==> config.mk <==
export PLATFORM = sky130hd
export DESIGN_NAME = gray_counter
export DESIGN_NICKNAME = d
export VERILOG_FILES = /design/src/rtl/gray_pkg.sv /design/src/rtl/gray_enc.sv /design/src/rtl/gray_counter.sv
export SDC_FILE = /design/constraint.sdc
export NUM_CORES = 1
export LEC_CHECK = 0
export ABC_CLOCK_PERIOD_IN_PS = 2200
export CORE_UTILIZATION = 44
export DETAILED_ROUTE_END_ITERATION = 6
export PLACE_DENSITY = 0.77
export SLEW_MARGIN = 40
export SYNTH_ARGS = -nofsm -noshare
export SYNTH_HDL_FRONTEND = slang
export SYNTH_SLANG_ARGS = --single-unit
==> constraint.sdc <==
create_clock -name clk -period 2.2 [get_ports clk]
set_clock_uncertainty 0.05 [all_clocks]
set_input_delay 0.22 -clock clk [delete_from_list [all_inputs] [get_ports clk]]
set_output_delay 0.22 -clock clk [all_outputs]
set_load 0.03 [all_outputs]
==> src/rtl/gray_pkg.sv <==
// Shared Gray-code helpers and width limits for the gray counter family.
package gray_pkg;

    localparam int unsigned MAX_W = 32;

    // Binary to reflected Gray code; upper unused bits of b must be zero.
    function automatic logic [MAX_W-1:0] bin2gray(input logic [MAX_W-1:0] b);
        return b ^ (b >> 1);
    endfunction

    // Gray to binary over the low w bits; bits at or above w are ignored.
    function automatic logic [MAX_W-1:0] gray2bin(input logic [MAX_W-1:0] g,
                                                  input int unsigned w);
        logic [MAX_W-1:0] mask;
        logic [MAX_W-1:0] gm;
        logic [MAX_W-1:0] b;
        mask = (w >= MAX_W) ? '1 : ((MAX_W'(1) << w) - MAX_W'(1));
        gm   = g & mask;
        b    = gm;
        for (int i = MAX_W - 2; i >= 0; i--) begin
            b[i] = gm[i] ^ b[i+1];
        end
        return b;
    endfunction

endpackage

==> src/rtl/gray_enc.sv <==
// Parametrised combinational binary-to-Gray encoder.
module gray_enc
    import gray_pkg::*;
#(
    parameter int unsigned WIDTH = 4
) (
    input  logic [WIDTH-1:0] bin,
    output logic [WIDTH-1:0] gray
);

    assign gray = WIDTH'(bin2gray(MAX_W'(bin)));

endmodule

==> src/rtl/gray_counter.sv <==
// Up/down loadable counter with registered binary, Gray code, wrap pulse
// and a mask of the Gray bits that toggled on the last update.
module gray_counter
    import gray_pkg::*;
#(
    parameter int unsigned WIDTH = 4,
    parameter int unsigned INIT  = 0
) (
    input  logic             clk,
    input  logic             rst_n,
    input  logic             en,
    input  logic             up,
    input  logic             load,
    input  logic [WIDTH-1:0] load_bin,
    output logic [WIDTH-1:0] gray,
    output logic [WIDTH-1:0] bin,
    output logic             wrap,
    output logic [WIDTH-1:0] chg
);

    localparam logic [WIDTH-1:0] INIT_BIN  = WIDTH'(INIT);
    localparam logic [WIDTH-1:0] INIT_GRAY = WIDTH'(bin2gray(MAX_W'(INIT_BIN)));

    logic [WIDTH-1:0] next_bin;
    logic [WIDTH-1:0] next_gray;
    logic             next_wrap;

    // Next-state selection: load beats count, count beats hold.
    always_comb begin
        next_bin  = bin;
        next_wrap = 1'b0;
        if (load) begin
            next_bin = load_bin;
        end else if (en) begin
            if (up) begin
                next_bin  = bin + WIDTH'(1);
                next_wrap = (bin == '1);
            end else begin
                next_bin  = bin - WIDTH'(1);
                next_wrap = (bin == '0);
            end
        end
    end

    // Encode before the flop so gray is a register, not decoded from bin.
    gray_enc #(
        .WIDTH (WIDTH)
    ) u_enc (
        .bin  (next_bin),
        .gray (next_gray)
    );

    always_ff @(posedge clk or negedge rst_n) begin
        if (!rst_n) begin
            bin  <= INIT_BIN;
            gray <= INIT_GRAY;
            wrap <= 1'b0;
            chg  <= '0;
        end else begin
            bin  <= next_bin;
            gray <= next_gray;
            wrap <= next_wrap;
            chg  <= gray ^ next_gray;
        end
    end

endmodule

Yosys cells after proc, flatten, opt, wreduce, memory -nomap -nowiden
Index checks and enable logic that the tools add are counted.

cells by class
  eq/ne operators = 1
  multiplexer cells = 6
  reduce and logical (&&, ||, !) cells = 1
  bitwise operators = 2
  add/subtract/negate cells = 2

operators with widths
  cell                 number
  $mux 4               3
  $add 4x1->4 const B  1
  $eq 4x4->1 const B   1
  $logic_not 4->1      1
  $sub 4x1->4 const B  1
  $xor 4x3->4          1
  $xor 4x4->4          1
  $mux 1               3

word-level totals
  output and inout port bits = 13
  logic and storage cells = 16
  bits in registers = 13

Longest topological paths before layout
Gate-level depths: netlist (run 1).

  depth in word-level cells = 6
  depth in mapped cells = 6

Cells and area by module
From an unflattened synthesis (run 1), not the netlist that was laid out.

second synthesis, totals
  cells, all modules = 53
  area, all modules = 639.4 µm²

modules (own cells, without submodules)
  module        instances  area an instance (µm²)  cells an instance  seq. area each (µm²)
  gray_counter  1          605.6                   49                 325.3
  gray_enc      1          33.8                    4                  0.0

Least setup slack after synthesis (run 1)
OpenSTA, ideal clock, no wires.

  path type = register to register
  start = register bin[0]
  end = register chg[0]
  stages on the path, launching flop included = 6
  arrival = 1.887 ns
  period minus slack after synthesis = 2.017 ns
  slack = 0.183 ns
  setup time = 0.080 ns
  cells stage by stage = dfrtp_1 fa_1 mux2_4 mux2i_4 xor2_1 xor2_1

on the way
  longest elaborated chain between the ends = 6

ends and longest elaborated chain
  what                                        RTL line                                source
  start: declaration                          gray_counter.sv:16                      output logic [WIDTH-1:0] bin,
  start signal: assignment                    gray_counter.sv:60                      bin <= next_bin;
  $sub 4x1->4 or $add 4x1->4 (tied branches)  gray_counter.sv:39, gray_counter.sv:36
  $mux 4                                      gray_counter.sv:35                      if (up) begin
  $mux 4 *                                    gray_counter.sv:34                      end else if (en) begin
  $mux 4 *                                    gray_counter.sv:32                      if (load) begin
  $xor 4x3->4 *                               gray_pkg.sv:8                           return b ^ (b >> 1);
  net next_gray[0]                            gray_counter.sv:25                      logic [WIDTH-1:0] next_gray;
  $xor 4x4->4 *                               gray_counter.sv:63                      chg <= gray ^ next_gray;
  end signal: assignment                      gray_counter.sv:63
  end: declaration                            gray_counter.sv:18                      output logic [WIDTH-1:0] chg

Mark *: on every way through the listed nets, which the timed path passes. The rest lies on a longest branch.

Worst setup path in the final report (run 1)
  start = input port up
  end = register chg[0]

on the way
  longest elaborated chain between the ends = 5

ends and longest elaborated chain
  what                RTL line            source
  start: declaration  gray_counter.sv:12  input logic up,
  $mux 4              gray_counter.sv:35
  $mux 4              gray_counter.sv:34
  $mux 4              gray_counter.sv:32
  $xor 4x3->4         gray_pkg.sv:8
  net next_gray[0]    gray_counter.sv:25
  $xor 4x4->4         gray_counter.sv:63

The timed path passes the listed nets, and every way through them passes these cells.

==> flow_metrics.env, run 1 <==
export IMPL_cts_hold_buf=0
export IMPL_tightest_slew_ps=519
export IMPL_synthesis_nets=66
export IMPL_worst_setup_path_start_kind="primary input"
export IMPL_path_clk_slew_ps=80
export IMPL_finalSetupViolCount=0
export IMPL_synthCells=54
export IMPL_critPathLaunch="up"
export IMPL_crit_chain="clkdlybuf4s50_1 -> inv_1 -> fa_1 -> mux2_4 -> mux2i_4 -> xor2_1 -> xor2_1"
export IMPL_post_route_period_util_pct=90.9
export IMPL_peakVddDrop_mv=0.642
export IMPL_grt_start_max_net_pins=13
export IMPL_utilization_pct=71.2
export IMPL_rsz0062_at_grt="no"
export IMPL_num_rows=13
export IMPL_reg2reg_to="chg[0]"
export IMPL_drt_iter0_drc=4
export IMPL_route_detailed_drc=0
export IMPL_crit_path_end="chg[0]"
export IMPL_cts_resized=0
export IMPL_place_inst=94
export IMPL_fp_dieArea_um2=1730
export IMPL_ys_warn_count=0
export IMPL_drv_cap=0
export IMPL_antenna_found_initial=0
export IMPL_ys_seq_area_share_pct=43.5
export IMPL_syn_mean_instance_area_um2=12.8
export IMPL_cp_data_required_time_ps=2340
export IMPL_cp_slowest_cell="fa_1"
export IMPL_cts_tree="built"
export IMPL_synthTopCellsByArea="dfrtp_1 (43%), xnor3_1 (6.5%), xor2_1 (5.1%)"
export IMPL_final_cell_mix="clkdlybuf4s50_1 (21), dfrtp_1 (12), buf_4 (7)"
export IMPL_status="completed"
export IMPL_dr_pass1_iters=4
export IMPL_cp_data_arrival_time_ps=2140
export IMPL_grt_first_pass_wirelength_mm=2.27
export IMPL_track_usage_pct=17.4
export IMPL_numCtsBuffers=3
export IMPL_total_power_w=0.00108
export IMPL_hpwlAfterDp_um=967
export IMPL_grt_pass1_vias=511
export IMPL_wl_mm=1.22
export IMPL_synth_top_area_share_pct=43.5
export IMPL_final_min_clock_period_ps=2000
export IMPL_worstSetupPathDepth=7
export IMPL_cts_buffer_depth=2
export IMPL_power_density_nw_per_um2=1100
export IMPL_worstSetupPathType="primary input to flop"
export IMPL_reg2reg_from="bin[0]"
export IMPL_crit_family="buffers and inverters"
export IMPL_cts_root_buf="clkbuf_4"
export IMPL_synth_cell_types=30
export IMPL_ant_nets=0
export IMPL_crit_top_cell="xor2_1"
export IMPL_n_antenna_cell=0
export IMPL_syn_area_um2=691
export IMPL_start_util_pct=50.0
export IMPL_die_y_um=41.6
export IMPL_max_freq_mhz=500
export IMPL_hold_class="primary input to asynchronous set/reset pin"
export IMPL_layout_drive_gt1_share_pct=19.3
export IMPL_fin_ws_ps=201
export IMPL_vias=515
export IMPL_final_common_cell="clkdlybuf4s50_1"
export IMPL_yosys_area_top_type="dfrtp_1"
export IMPL_post_cts_buffers=0
export IMPL_pre_cts_ws_ps=-90.6
export IMPL_area_growth_pct=42.6
export IMPL_rr_worst_depth=5
export IMPL_insertion_delay_ps=270
export IMPL_final_hold_viol_count=0
export IMPL_end_kind="flop"
export IMPL_h_tree_depth=1
export IMPL_ys_seq_elements=12
export IMPL_critPathMaxFanout=4
export IMPL_core_area_um2=1380
export IMPL_overflow=0
export IMPL_globalplace_congestion=0.832
export IMPL_nFillCells=99
export IMPL_critical_path_max_stage_delay_ps=480
export IMPL_port_buffers=21
export IMPL_numClockSinks=12
export IMPL_slew_headroom_pct=65.3
export IMPL_fin_cells=98
export IMPL_nets=96
export IMPL_p_leak_nw=0.449
export IMPL_ios=22
export IMPL_wire_per_inst_um=12.4
export IMPL_viasPerCell=5.26
export IMPL_ff2ff_setup_slack_ps=230
export IMPL_crit_buf_inv=2
export IMPL_die_w_um=41.6
export IMPL_drv_slew=0
## metal layers
layer | global-route usage (%) | vias to the layer above | share of wire [%]
met5 | 0 | - | 0
met4 | 1.94 | 0 | 0
met3 | 7.83 | 0 | 6.1
met2 | 27.8 | 18 | 49
met1 | 22.5 | 249 | 44
li1 | - | 248 | -
## cells in the mapped netlist, drive strengths merged
master	n
a21o	1
a21oi	1
a221oi	1
a22o	1
a2bb2oi	1
a31oi	1
and3	1
buf	3
dfrtp	12
fa	1
ha	2
inv	4
mux2	1
mux2i	3
nand2	1
nand3	1
nand3b	1
nor2	2
nor3	1
nor3b	2
nor4bb	1
o21ai	1
or4	1
or4b	1
xnor2	3
xnor3	2
xor2	4
## flip-flops by register name (all words and copies together), names as in the netlist
signal,count
wrap,1
bin,4
chg,4
gray,3
## power breakdown
group	internal, W	switching, W	total [W]
Combinational	0.000282	0.000283	0.000565
Sequential	0.000294	0.0000489	0.000342
Clock	0.000101	0.0000727	0.000173
Total	0.000677	0.000404	0.00108
## layout make-up
cell class / instances / area, um^2 / area share (%)
timing repair buffer: 28 / 263 / 26.7
tap: 15 / 18.8 / 1.91
clock buffer: 4 / 36.3 / 3.68
multi-input combinational: 35 / 352 / 35.7
inverter: 4 / 15.0 / 1.52
sequential: 12 / 300 / 30.5
## per-stage QoR
stage          instance area (um^2)  TNS, ps  hold WS, ps
6_report                        985        0          235
5_1_grt                         985        0          277
4_1_cts                         985        0          254
3_5_place_dp                    948     -268          417
3_3_place_gp                    948     -171          411
2_1_floorplan                   691        0         -126
## worst register-to-register path, stage by stage (launching register included)
cell and delay (ps):
dfrtp_1 470, fa_1 490, mux2_4 280, mux2i_4 210
xor2_1 230, xor2_1 170
## kinds of logic (layout without fill, tap and decap cells)
| kind of cell | Yosys count | in the layout | synth area share (%) |
|---|---|---|---|
| AO/OA/AOI/OAI | 7 | 7 | 8.70 |
| XOR/XNOR | 9 | 9 | 15.4 |
| adder cells (fa/ha/maj) | 3 | 3 | 6.52 |
| buffers and inverters | 7 | 36 | 5.61 |
| flip-flops | 12 | 12 | 43.5 |
| multiplexers | 4 | 4 | 8.33 |
| AND/OR/NAND/NOR | 12 | 12 | 12.0 |
## worst min-delay path by stage
stage / cells after the start / slack (ps) / to / startpoint
floorplan: 0 / -130 / bin[0] / rst_n
global placement: 1 / 410 / chg[0] / gray[0]
detailed placement: 1 / 420 / chg[0] / gray[0]
CTS: 1 / 250 / chg[1] / rst_n
global route: 1 / 280 / bin[1] / rst_n
finish: 1 / 230 / chg[1] / rst_n
Power figures use the tool's default switching activity.
==> inputs of run 2 (changes only) <==
Settings changed: RECOVER_POWER set to 50, SLEW_MARGIN 40 to not set.
==> run 2 against run 1 <==
Against the previous run: utilization down 0.54 points; total power down 1.6%; register-to-register slack about the same; largest power group unchanged; largest cell class unchanged; critical endpoint unchanged.
==> flow_metrics.env, run 2 (synthesis gave the netlist of run 1 again) <==
export IMPL_max_freq_mhz=500
export IMPL_n_antenna_cell=0
export IMPL_power_density_nw_per_um2=1090
export IMPL_die_w_um=41.6
export IMPL_wire_per_inst_um=12.5
export IMPL_hold_class="primary input to asynchronous set/reset pin"
export IMPL_num_rows=13
export IMPL_antenna_found_initial=0
export IMPL_wl_mm=1.22
export IMPL_p_leak_nw=0.443
export IMPL_core_area_um2=1380
export IMPL_grt_first_pass_wirelength_mm=2.27
export IMPL_numClockSinks=12
export IMPL_fin_cells=98
export IMPL_overflow=0
export IMPL_pre_cts_ws_ps=-90.6
export IMPL_worstSetupPathType="primary input to flop"
export IMPL_layout_drive_gt1_share_pct=16.9
export IMPL_cp_data_arrival_time_ps=2140
export IMPL_crit_top_cell="xor2_1"
export IMPL_grt_start_max_net_pins=13
export IMPL_ios=22
export IMPL_viasPerCell=5.17
export IMPL_drv_cap=0
export IMPL_fin_ws_ps=202
export IMPL_final_cell_mix="clkdlybuf4s50_1 (16), dfrtp_1 (12), dlygate4sd3_1 (5), buf_4 (5)"
export IMPL_total_power_w=0.00106
export IMPL_fp_dieArea_um2=1730
export IMPL_port_buffers=21
export IMPL_slew_headroom_pct=62.8
export IMPL_tightest_slew_ps=559
export IMPL_reg_top3="bin (4), chg (4), gray (3)"
export IMPL_area_growth_pct=41.5
export IMPL_start_util_pct=50.0
export IMPL_die_y_um=41.6
export IMPL_post_route_period_util_pct=90.8
export IMPL_worst_setup_path_start_kind="primary input"
export IMPL_ant_nets=0
export IMPL_critPathMaxFanout=4
export IMPL_track_usage_pct=17.4
export IMPL_cp_data_required_time_ps=2340
export IMPL_post_cts_buffers=0
export IMPL_hpwlAfterDp_um=967
export IMPL_rsz0062_at_grt="no"
export IMPL_final_min_clock_period_ps=2000
export IMPL_finalSetupViolCount=0
export IMPL_final_hold_viol_count=0
export IMPL_cts_buffer_depth=2
export IMPL_path_clk_slew_ps=80
export IMPL_final_common_cell="clkdlybuf4s50_1"
export IMPL_globalplace_congestion=0.832
export IMPL_cts_resized=0
export IMPL_cts_root_buf="clkbuf_4"
export IMPL_cts_hold_buf=0
export IMPL_peakVddDrop_mv=0.638
export IMPL_nets=96
export IMPL_grt_pass1_vias=511
export IMPL_vias=507
export IMPL_cts_tree="built"
export IMPL_cp_slowest_cell="fa_1"
export IMPL_end_kind="flop"
export IMPL_critical_path_max_stage_delay_ps=480
export IMPL_drt_iter0_drc=2
export IMPL_hold_ws_ps=306
export IMPL_numCtsBuffers=3
export IMPL_route_detailed_drc=0
export IMPL_h_tree_depth=1
export IMPL_drv_slew=0
export IMPL_insertion_delay_ps=270
export IMPL_dr_pass1_iters=2
export IMPL_crit_chain="clkdlybuf4s50_1 -> inv_1 -> fa_1 -> mux2_4 -> mux2i_4 -> xor2_1 -> xor2_1"
export IMPL_status="completed"
export IMPL_place_inst=94
## run 2: worst max-delay path: cells and delay by family
family,cells,cell delay (ps)
buf+inv,2,550
mux,2,490
fa+ha+maj,1,480
xor+xnor,2,400
## run 2: area by class of cell
type / instances / area, um^2
flip-flops and latches: 12 / 300
well taps: 15 / 18.8
inverters: 4 / 15.0
fillers: 103 / 405
multi-input cells: 35 / 352
clock buffers: 4 / 36.3
repair buffers: 28 / 255
## run 2: through the flow
step | area, um^2 | setup TNS [ps] | util, %
after CTS | 985 | 0 | 71.2
final | 977 | 0 | 70.7
after detailed placement | 948 | -268 | 68.6
after global routing | 977 | 0 | 70.7
after floorplan | 691 | 0 | -
after global placement | 948 | -171 | 68.6
## run 2: power breakdown
| part | leakage [nW] | switching, W | internal [W] | total (W) |
|---|---|---|---|---|
| combinational | 0.279 | 0.000283 | 0.000267 | 0.000550 |
| clock | 0.0210 | 0.0000728 | 0.000101 | 0.000173 |
| sequential | 0.143 | 0.0000468 | 0.000293 | 0.000340 |
## run 2: layer usage
layer	GRT usage (%)	part of all wire [%]	up-vias
met4	1.94	0	0
met3	7.83	5.6	0
met5	0	0	-
met1	22.5	45	245
li1	-	-	247
met2	27.8	49	15
## run 2: worst paths after layout
| check | startpoint | end | slack (ps) | cells past startpoint |
|---|---|---|---|---|
| setup / recovery | up | chg[0] | 200 | 7 |
| hold / removal | rst_n | chg[1] | 310 | 1 |
| setup reg to reg | bin[0] | chg[0] | 230 | 5 |
| hold reg to reg | gray[0] | chg[0] | 430 | 1 |
| max in group asynchronous | rst_n | bin[0] | 1440 | 1 |
| min in group clk | gray[0] | chg[0] | 430 | 1 |
